[src/rtl/cdc_clear_phase_responder.sv]
// Receiving-side agent of the CDC clear sequence: applies synchronized clear-sequence phase
// requests to the local isolate/clear controls and acknowledges once the local logic confirms.

package cdc_reset_ctrlr_pkg;
  typedef enum logic [1:0] {
    PhaseIdle      = 2'd0,
    PhaseIsolate   = 2'd1,
    PhaseClear     = 2'd2,
    PhasePostClear = 2'd3
  } clear_seq_phase_e;
endpackage

module cdc_clear_phase_responder
  import cdc_reset_ctrlr_pkg::*;
#(
  parameter int unsigned CLEAR_CYCLES = 2
) (
  input  logic             clk_i,
  input  logic             rst_ni,
  input  clear_seq_phase_e phase_i,
  input  logic             phase_valid_i,
  output logic             phase_ready_o,
  output logic             isolate_o,
  input  logic             isolate_ack_i,
  output logic             clear_o,
  output clear_seq_phase_e phase_o,
  output logic             err_o
);

  typedef enum logic [2:0] {
    StWait,
    StIsoSet,
    StClrHold,
    StIsoRel,
    StResp
  } state_e;

  localparam logic [7:0] CntLoad = 8'(CLEAR_CYCLES - 1);

  state_e           state_q, state_d;
  logic [7:0]       cnt_q, cnt_d;
  logic             iso_q, iso_d;
  logic             clr_q, clr_d;
  logic             err_q, err_d;
  clear_seq_phase_e phase_q, phase_d;
  clear_seq_phase_e req_q, req_d;
  logic             upd_q, upd_d;

  logic to_isolate, to_clear, to_post_clear, to_idle;

  assign to_isolate    = (phase_q == PhaseIdle)      && (phase_i == PhaseIsolate);
  assign to_clear      = (phase_q == PhaseIsolate)   && (phase_i == PhaseClear);
  assign to_post_clear = (phase_q == PhaseClear)     && (phase_i == PhasePostClear);
  assign to_idle       = (phase_q == PhasePostClear) && (phase_i == PhaseIdle);

  always_comb begin
    state_d = state_q;
    cnt_d   = cnt_q;
    iso_d   = iso_q;
    clr_d   = clr_q;
    err_d   = 1'b0;
    phase_d = phase_q;
    req_d   = req_q;
    upd_d   = upd_q;

    unique case (state_q)
      StWait: begin
        if (phase_valid_i) begin
          req_d = phase_i;
          upd_d = 1'b1;
          if (phase_i == phase_q) begin
            state_d = StResp;
          end else if (to_isolate) begin
            iso_d   = 1'b1;
            state_d = StIsoSet;
          end else if (to_clear) begin
            clr_d   = 1'b1;
            cnt_d   = CntLoad;
            state_d = StClrHold;
          end else if (to_post_clear) begin
            clr_d   = 1'b0;
            state_d = StResp;
          end else if (to_idle) begin
            iso_d   = 1'b0;
            state_d = StIsoRel;
          end else begin
            // Illegal transition: flag it and acknowledge without touching the controls.
            err_d   = 1'b1;
            upd_d   = 1'b0;
            state_d = StResp;
          end
        end
      end
      StIsoSet: begin
        if (isolate_ack_i) state_d = StResp;
      end
      StClrHold: begin
        if (cnt_q == 8'd0) begin
          state_d = StResp;
        end else begin
          cnt_d = cnt_q - 8'd1;
        end
      end
      StIsoRel: begin
        if (!isolate_ack_i) state_d = StResp;
      end
      StResp: begin
        // Completes even if valid was withdrawn early.
        state_d = StWait;
        if (upd_q) phase_d = req_q;
        upd_d = 1'b0;
      end
      default: state_d = StWait;
    endcase
  end

  always_ff @(posedge clk_i or negedge rst_ni) begin
    if (!rst_ni) begin
      state_q <= StWait;
      cnt_q   <= 8'd0;
      iso_q   <= 1'b0;
      clr_q   <= 1'b0;
      err_q   <= 1'b0;
      phase_q <= PhaseIdle;
      req_q   <= PhaseIdle;
      upd_q   <= 1'b0;
    end else begin
      state_q <= state_d;
      cnt_q   <= cnt_d;
      iso_q   <= iso_d;
      clr_q   <= clr_d;
      err_q   <= err_d;
      phase_q <= phase_d;
      req_q   <= req_d;
      upd_q   <= upd_d;
    end
  end

  assign phase_ready_o = (state_q == StResp);
  assign isolate_o     = iso_q;
  assign clear_o       = clr_q;
  assign err_o         = err_q;
  assign phase_o       = phase_q;

endmodule

[config.mk]
export PLATFORM = sky130hd
export DESIGN_NAME = cdc_clear_phase_responder
export DESIGN_NICKNAME = d
export VERILOG_FILES = /design/src/rtl/cdc_clear_phase_responder.sv
export SDC_FILE = /design/constraint.sdc
export NUM_CORES = 1
export LEC_CHECK = 0
export ABC_AREA = 1
export CAP_MARGIN = 20
export CORE_ASPECT_RATIO = 1.5
export CORE_MARGIN = 2
export CORE_UTILIZATION = 55
export CTS_BUF_LIST = sky130_fd_sc_hd__clkbuf_16
export DETAILED_ROUTE_END_ITERATION = 16
export GPL_TIMING_DRIVEN = 0
export PLACE_DENSITY = 0.78
export SYNTH_ARGS = -nofsm -noshare
export SYNTH_HDL_FRONTEND = slang
export SYNTH_SLANG_ARGS = --single-unit
[constraint.sdc]
create_clock -name clk_i -period 1.75 [get_ports clk_i]
set_clock_uncertainty 0.05 [all_clocks]
set_input_delay 0.35 -clock clk_i [delete_from_list [all_inputs] [get_ports clk_i]]
set_output_delay 0.35 -clock clk_i [all_outputs]
set_load 0.01 [all_outputs]
==> Word level (Yosys, flattened, before mapping) <==
Cells that the tools add are included.
{ "totals": {"reg_bits": 19, "out_inout_bits": 6, "wordCells": 87} }
{ "classes": {"eq_ne": 21, "mux": 36, "bitwise_logic": 2, "n_addsub": 1, "n_reduce_logical": 19} }
{ "op_table": {"columns": ["cell", "n"], "rows": [
  ["2-to-1 mux 8 bit", 5],
  ["2-to-1 mux 3 bit", 9],
  ["inequality test 2 bit (second input constant)", 10],
  ["2-to-1 mux 1 bit", 19],
  ["case mux 8 bit (2 select lines)", 1],
  ["case mux 3 bit (4 select lines)", 1],
  ["AND reduction 6 bit", 2],
  ["== test 2 bit (second input constant)", 4],
  ["logical NOT 8 bit", 1],
  ["nonzero test 2 bit", 4],
  ["subtractor 8 x 1 -> 8 bit (second input constant)", 1],
  ["== test 3 x 2 -> 1 bit (second input constant)", 2],
  ["AND reduction 2 bit", 3],
  ["AND reduction 5 bit", 1],
  ["== test 2 x 1 -> 1 bit (second input constant)", 2],
  ["logical AND 1 bit", 4],
  ["logical NOT 2 bit", 2],
  ["AND reduction 4 bit", 1],
  ["== test 3 x 1 -> 1 bit (second input constant)", 1],
  ["== test 3 bit (second input constant)", 1],
  ["logical NOT 3 bit", 1],
  ["== test 2 bit", 1],
  ["inverter 1 bit", 2],
  ["case mux 1 bit (2 select lines)", 1]
]} }

==> Logic depth before layout (Yosys ltp) <==
{ "depth": {"depth_word": 9, "ltp_mapped": 9, "ltp_nobuf": 9} }

==> Least setup slack after synthesis <==
OpenSTA, ideal clock, no wires.
{ "synth_timing": {"path_type": "flip-flop to flip-flop", "from": "register cnt_q[0]", "to": "register cnt_q[0]", "setup_time_ns": 0.122, "arrival_time_ns": 1.114, "path_buffers": 0, "path_slack_ns": 0.465, "t_required_ns": 1.578, "path_stages_with_launch": 8, "cell_sequence": "dfrtp_1 inv_1 ha_1 nand2_1 o21ai_4 nand2_4 nand2_4 o21ai_1"} }
{ "synth_via": {"elab_chain_cells": 3} }
{ "synth_rtl": {"columns": ["item", "line_no", "text"], "rows": [
  ["start: declaration", "41", "logic [7:0] cnt_q, cnt_d;"],
  ["start signal: assignment", "129", "cnt_q <= cnt_d;"],
  ["subtractor 8 x 1 -> 8 bit / logical NOT 8 bit (equally long branches)", "101, 98", null],
  ["2-to-1 mux 8 bit / inequality test 2 bit (equally long branches)", null, null],
  ["case mux 8 bit (2 select lines) / AND reduction 6 bit (equally long branches)", null, null]
]} }
Parallel ways exist; a longest one is shown, timed or not. The select of a mux whose other input is x is not followed.
A chain may end at the register's enable or synchronous reset.

==> Worst setup path after layout <==
{ "layout_timing": {"from": "register state_q[0]", "to": "output port phase_ready_o"} }
{ "layout_via": {"elab_chain_cells": 1} }
{ "layout_rtl": {"columns": ["item", "line_no", "text"], "rows": [
  ["start: declaration", "40", "state_e state_q, state_d;"],
  ["start signal: assignment", "119", "state_q <= StWait;"],
  ["start signal: assignment", "128", "state_q <= state_d;"],
  ["== test 3 bit", "139", "assign phase_ready_o = (state_q == StResp);"],
  ["end: declaration", "22", "output logic phase_ready_o,"]
]} }
No other way between the ends.

==> results.yml <==
cts:
  cts_tree: "built"
  cts_root_buf: "clkbuf_16"
  cts_sinks: 19
  postCtsSetupRepairBufs: 0
  path_clk_slew_ns: 0.06
  clk_path_buf_depth: 2
  h-tree-depth: 1
  clk_latency_ns: 0.25
  cts_buffers: 3
final_layout:
  multi_input_area_sq_um: 584.3
  fill_cells: 163
  seq_area_sq_um: 476.7
  antenna-diode-count: 0
  layout-drive-gt1-share_pct: 12.80
  layout.nets: 173
  area_growth_pct: 19.78
global_route:
  grt_use_total_pct: 22.08
  gr-total-overflow: 0
  grt_pass1_wl_mm: 3.732
  first_global_vias: 965
  antenna_found_initial: 0
  grt_max_degree: 20
die:
  ioPinCount: 12
  dieHeight_microns: 59.42
  die_x_microns: 40.95
  num_rows: 20
  initial_core_util_pct: 56.96
  core_area_sq_mm: 0.001977
  dieArea_sq_mm: 0.002433
run_status:
  outcome: "completed"
sta:
  tightest_slew_ns: 0.8721
  slew-limit-headroom_pct: 41.68
  setup_tns_ns: 0
  post-route-min-period_ns: 1.664
  finalCritPeriodShare_pct: 95.08
  fmax_mhz: 601.0
  setup_violations: 0
  rsz0062_at_grt: "no"
  drv_slew: 0
  hold_viol_final: 0
critical_path:
  cp.arrival_ns: 1.26
  cp_max_fo: 3
  critPathCaptureType: "output port"
  critPathRequiredTime_ns: 1.35
  worstSetupPathType: "reg2out"
  cp-start-kind: "flop"
synthesis:
  synth_warnings: 0
  synth_most_common_cell: "nand2_1"
  netlist_area_sq_mm: 0.001126
  synth_ff_type: "dfrtp_1"
  netlist_top_cells_count: "nand2_1 (47), dfrtp_1 (19), nor2_1 (18)"
  ys_ff_latch: 19
  postSynthCellCount: 149
  ys_seq_area_share_pct: 42.22
  synth.area.top_cells: "dfrtp_1 (42%), nand2_1 (16%), nor2_1 (6.0%), inv_1 (5.3%), nand3_1 (3.1%)"
  synth_area_per_cell_sq_um: 7.558
  synthArstFlopShare_pct: 100.0
  yosysTopAreaCell: "dfrtp_1"
  synth_top_area_share_pct: 42.22
  syn_nets: 157
  ys_types: 27
  synth_edf_count: 0
detailed_routing:
  wl_mm: 2.265
  antenna_left: 0
  drt_iter0_markers: 23
  routedWlPerCell_microns: 12.18
  route.detailed.drc: 0
  dr.pass1.iters: 4
  routed-via-count: 971
  viasPerCell: 5.220
hold_path:
  hp-class: "reg2reg"
power:
  leakage_nw: 0.6761
  ir_drop_v: 0.0008824
  total_power_mw: 1.974
  powerDensity_mw_per_mm2: 1463
placement:
  dp.final_hpwl_mm: 1.746
  port_buffers: 11
  gp_congestion: 0.7402
flow_run:
  cap_violations: 0
==> cells by family after synthesis <==
family	count (synthesis)	synth area share, %
flip-flops	19	42.22
XOR/XNOR	3	2.334
AND/OR/NAND/NOR	88	36.67
AO/OA/AOI/OAI	18	10.22
adder cells (fa/ha/maj)	2	2.222
buffers and inverters	19	6.333
==> worst paths after layout <==
kind	from	to	slack, ns	cells after the start
min in group asynchronous	rst_ni	isolate_o$_DFFE_PN0P_	0.54	1
hold reg to reg	cnt_q[0]$_DFFE_PN0P_	cnt_q[0]$_DFFE_PN0P_	0.42	1
max in group asynchronous	rst_ni	state_q[0]$_DFFE_PN0P_	0.51	1
hold / removal	cnt_q[0]$_DFFE_PN0P_	cnt_q[0]$_DFFE_PN0P_	0.42	1
setup / recovery	state_q[0]$_DFFE_PN0P_	phase_ready_o	0.09	4
setup reg to reg	cnt_q[0]$_DFFE_PN0P_	cnt_q[6]$_DFFE_PN0P_	0.32	8
==> critical path: stages, from the launching register on <==
cell             delay (ns)
dfrtp_2                0.44
nor2_4                 0.13
inv_1                  0.06
nor2_1                 0.12
clkdlybuf4s15_1        0.25
==> flip-flops by register name, indices dropped and copies added, names as in the netlist <==
| register | flops |
|---|---|
| cnt_q | 8 |
| isolate_o | 1 |
| upd_q | 1 |
| clear_o | 1 |
| req_q | 2 |
| state_q | 3 |
| err_o | 1 |
| phase_o | 2 |
==> routing by layer <==
metal  up-vias  GRT usage [%]  share of wire (%)
met1       450          22.33                 39
met2        21          41.07                 56
met4         0          8.571                1.2
met3         4          3.383                3.4
met5         -              0                  0
li1        496              -                  -
==> report_power, final <==
part	total, mW	leakage, nW	switching (mW)	internal (mW)
clock network	0.464	0.0423	0.160	0.304
registers	0.679	0.246	0.104	0.575
logic	0.831	0.388	0.496	0.335
==> through the flow <==
step	util [%]	setup WS, ns	hold slack (ns)	instance area [sq um]	cells
final	68.23	0.08608	0.4244	1349	186
after global routing	68.23	0.001094	0.4666	1349	186
after CTS	68.16	0.05888	0.4322	1348	186
after detailed placement	63.92	-0.07040	0.4221	1264	182
after global placement	63.92	-0.03384	0.4168	1264	182
after floorplan	-	0.4648	0.004409	1126	149
==> repair_timing <==
action,CTS,global route
hold endpoints to repair,0,0
resized for setup,3,1
endpoints found under the setup margin,1,1
hold buffers,0,0
==> final cells by class <==
type | count | share of cell area, %
sequential | 19 | 35.34
clock buffer | 3 | 5.566
inverter | 19 | 5.288
timing repair buffer | 11 | 8.163
tap | 22 | 2.041
clock inverter | 1 | 0.2783
multi-input combinational | 111 | 43.32
==> cells in the final DEF, fill, tap and decap left out, types with 3 or more instances in the layout <==
cell,synthesis,final
nand3_1,7,7
nor2_1,18,18
o21ai_1,6,6
nand2_4,3,3
dfrtp_1,19,18
inv_1,16,17
clkdlybuf4s50_1,0,10
nand2_1,47,47
o21ai_0,5,5
clkbuf_16,0,3
nor2_2,4,3
(Power assumes the default switching activity.)
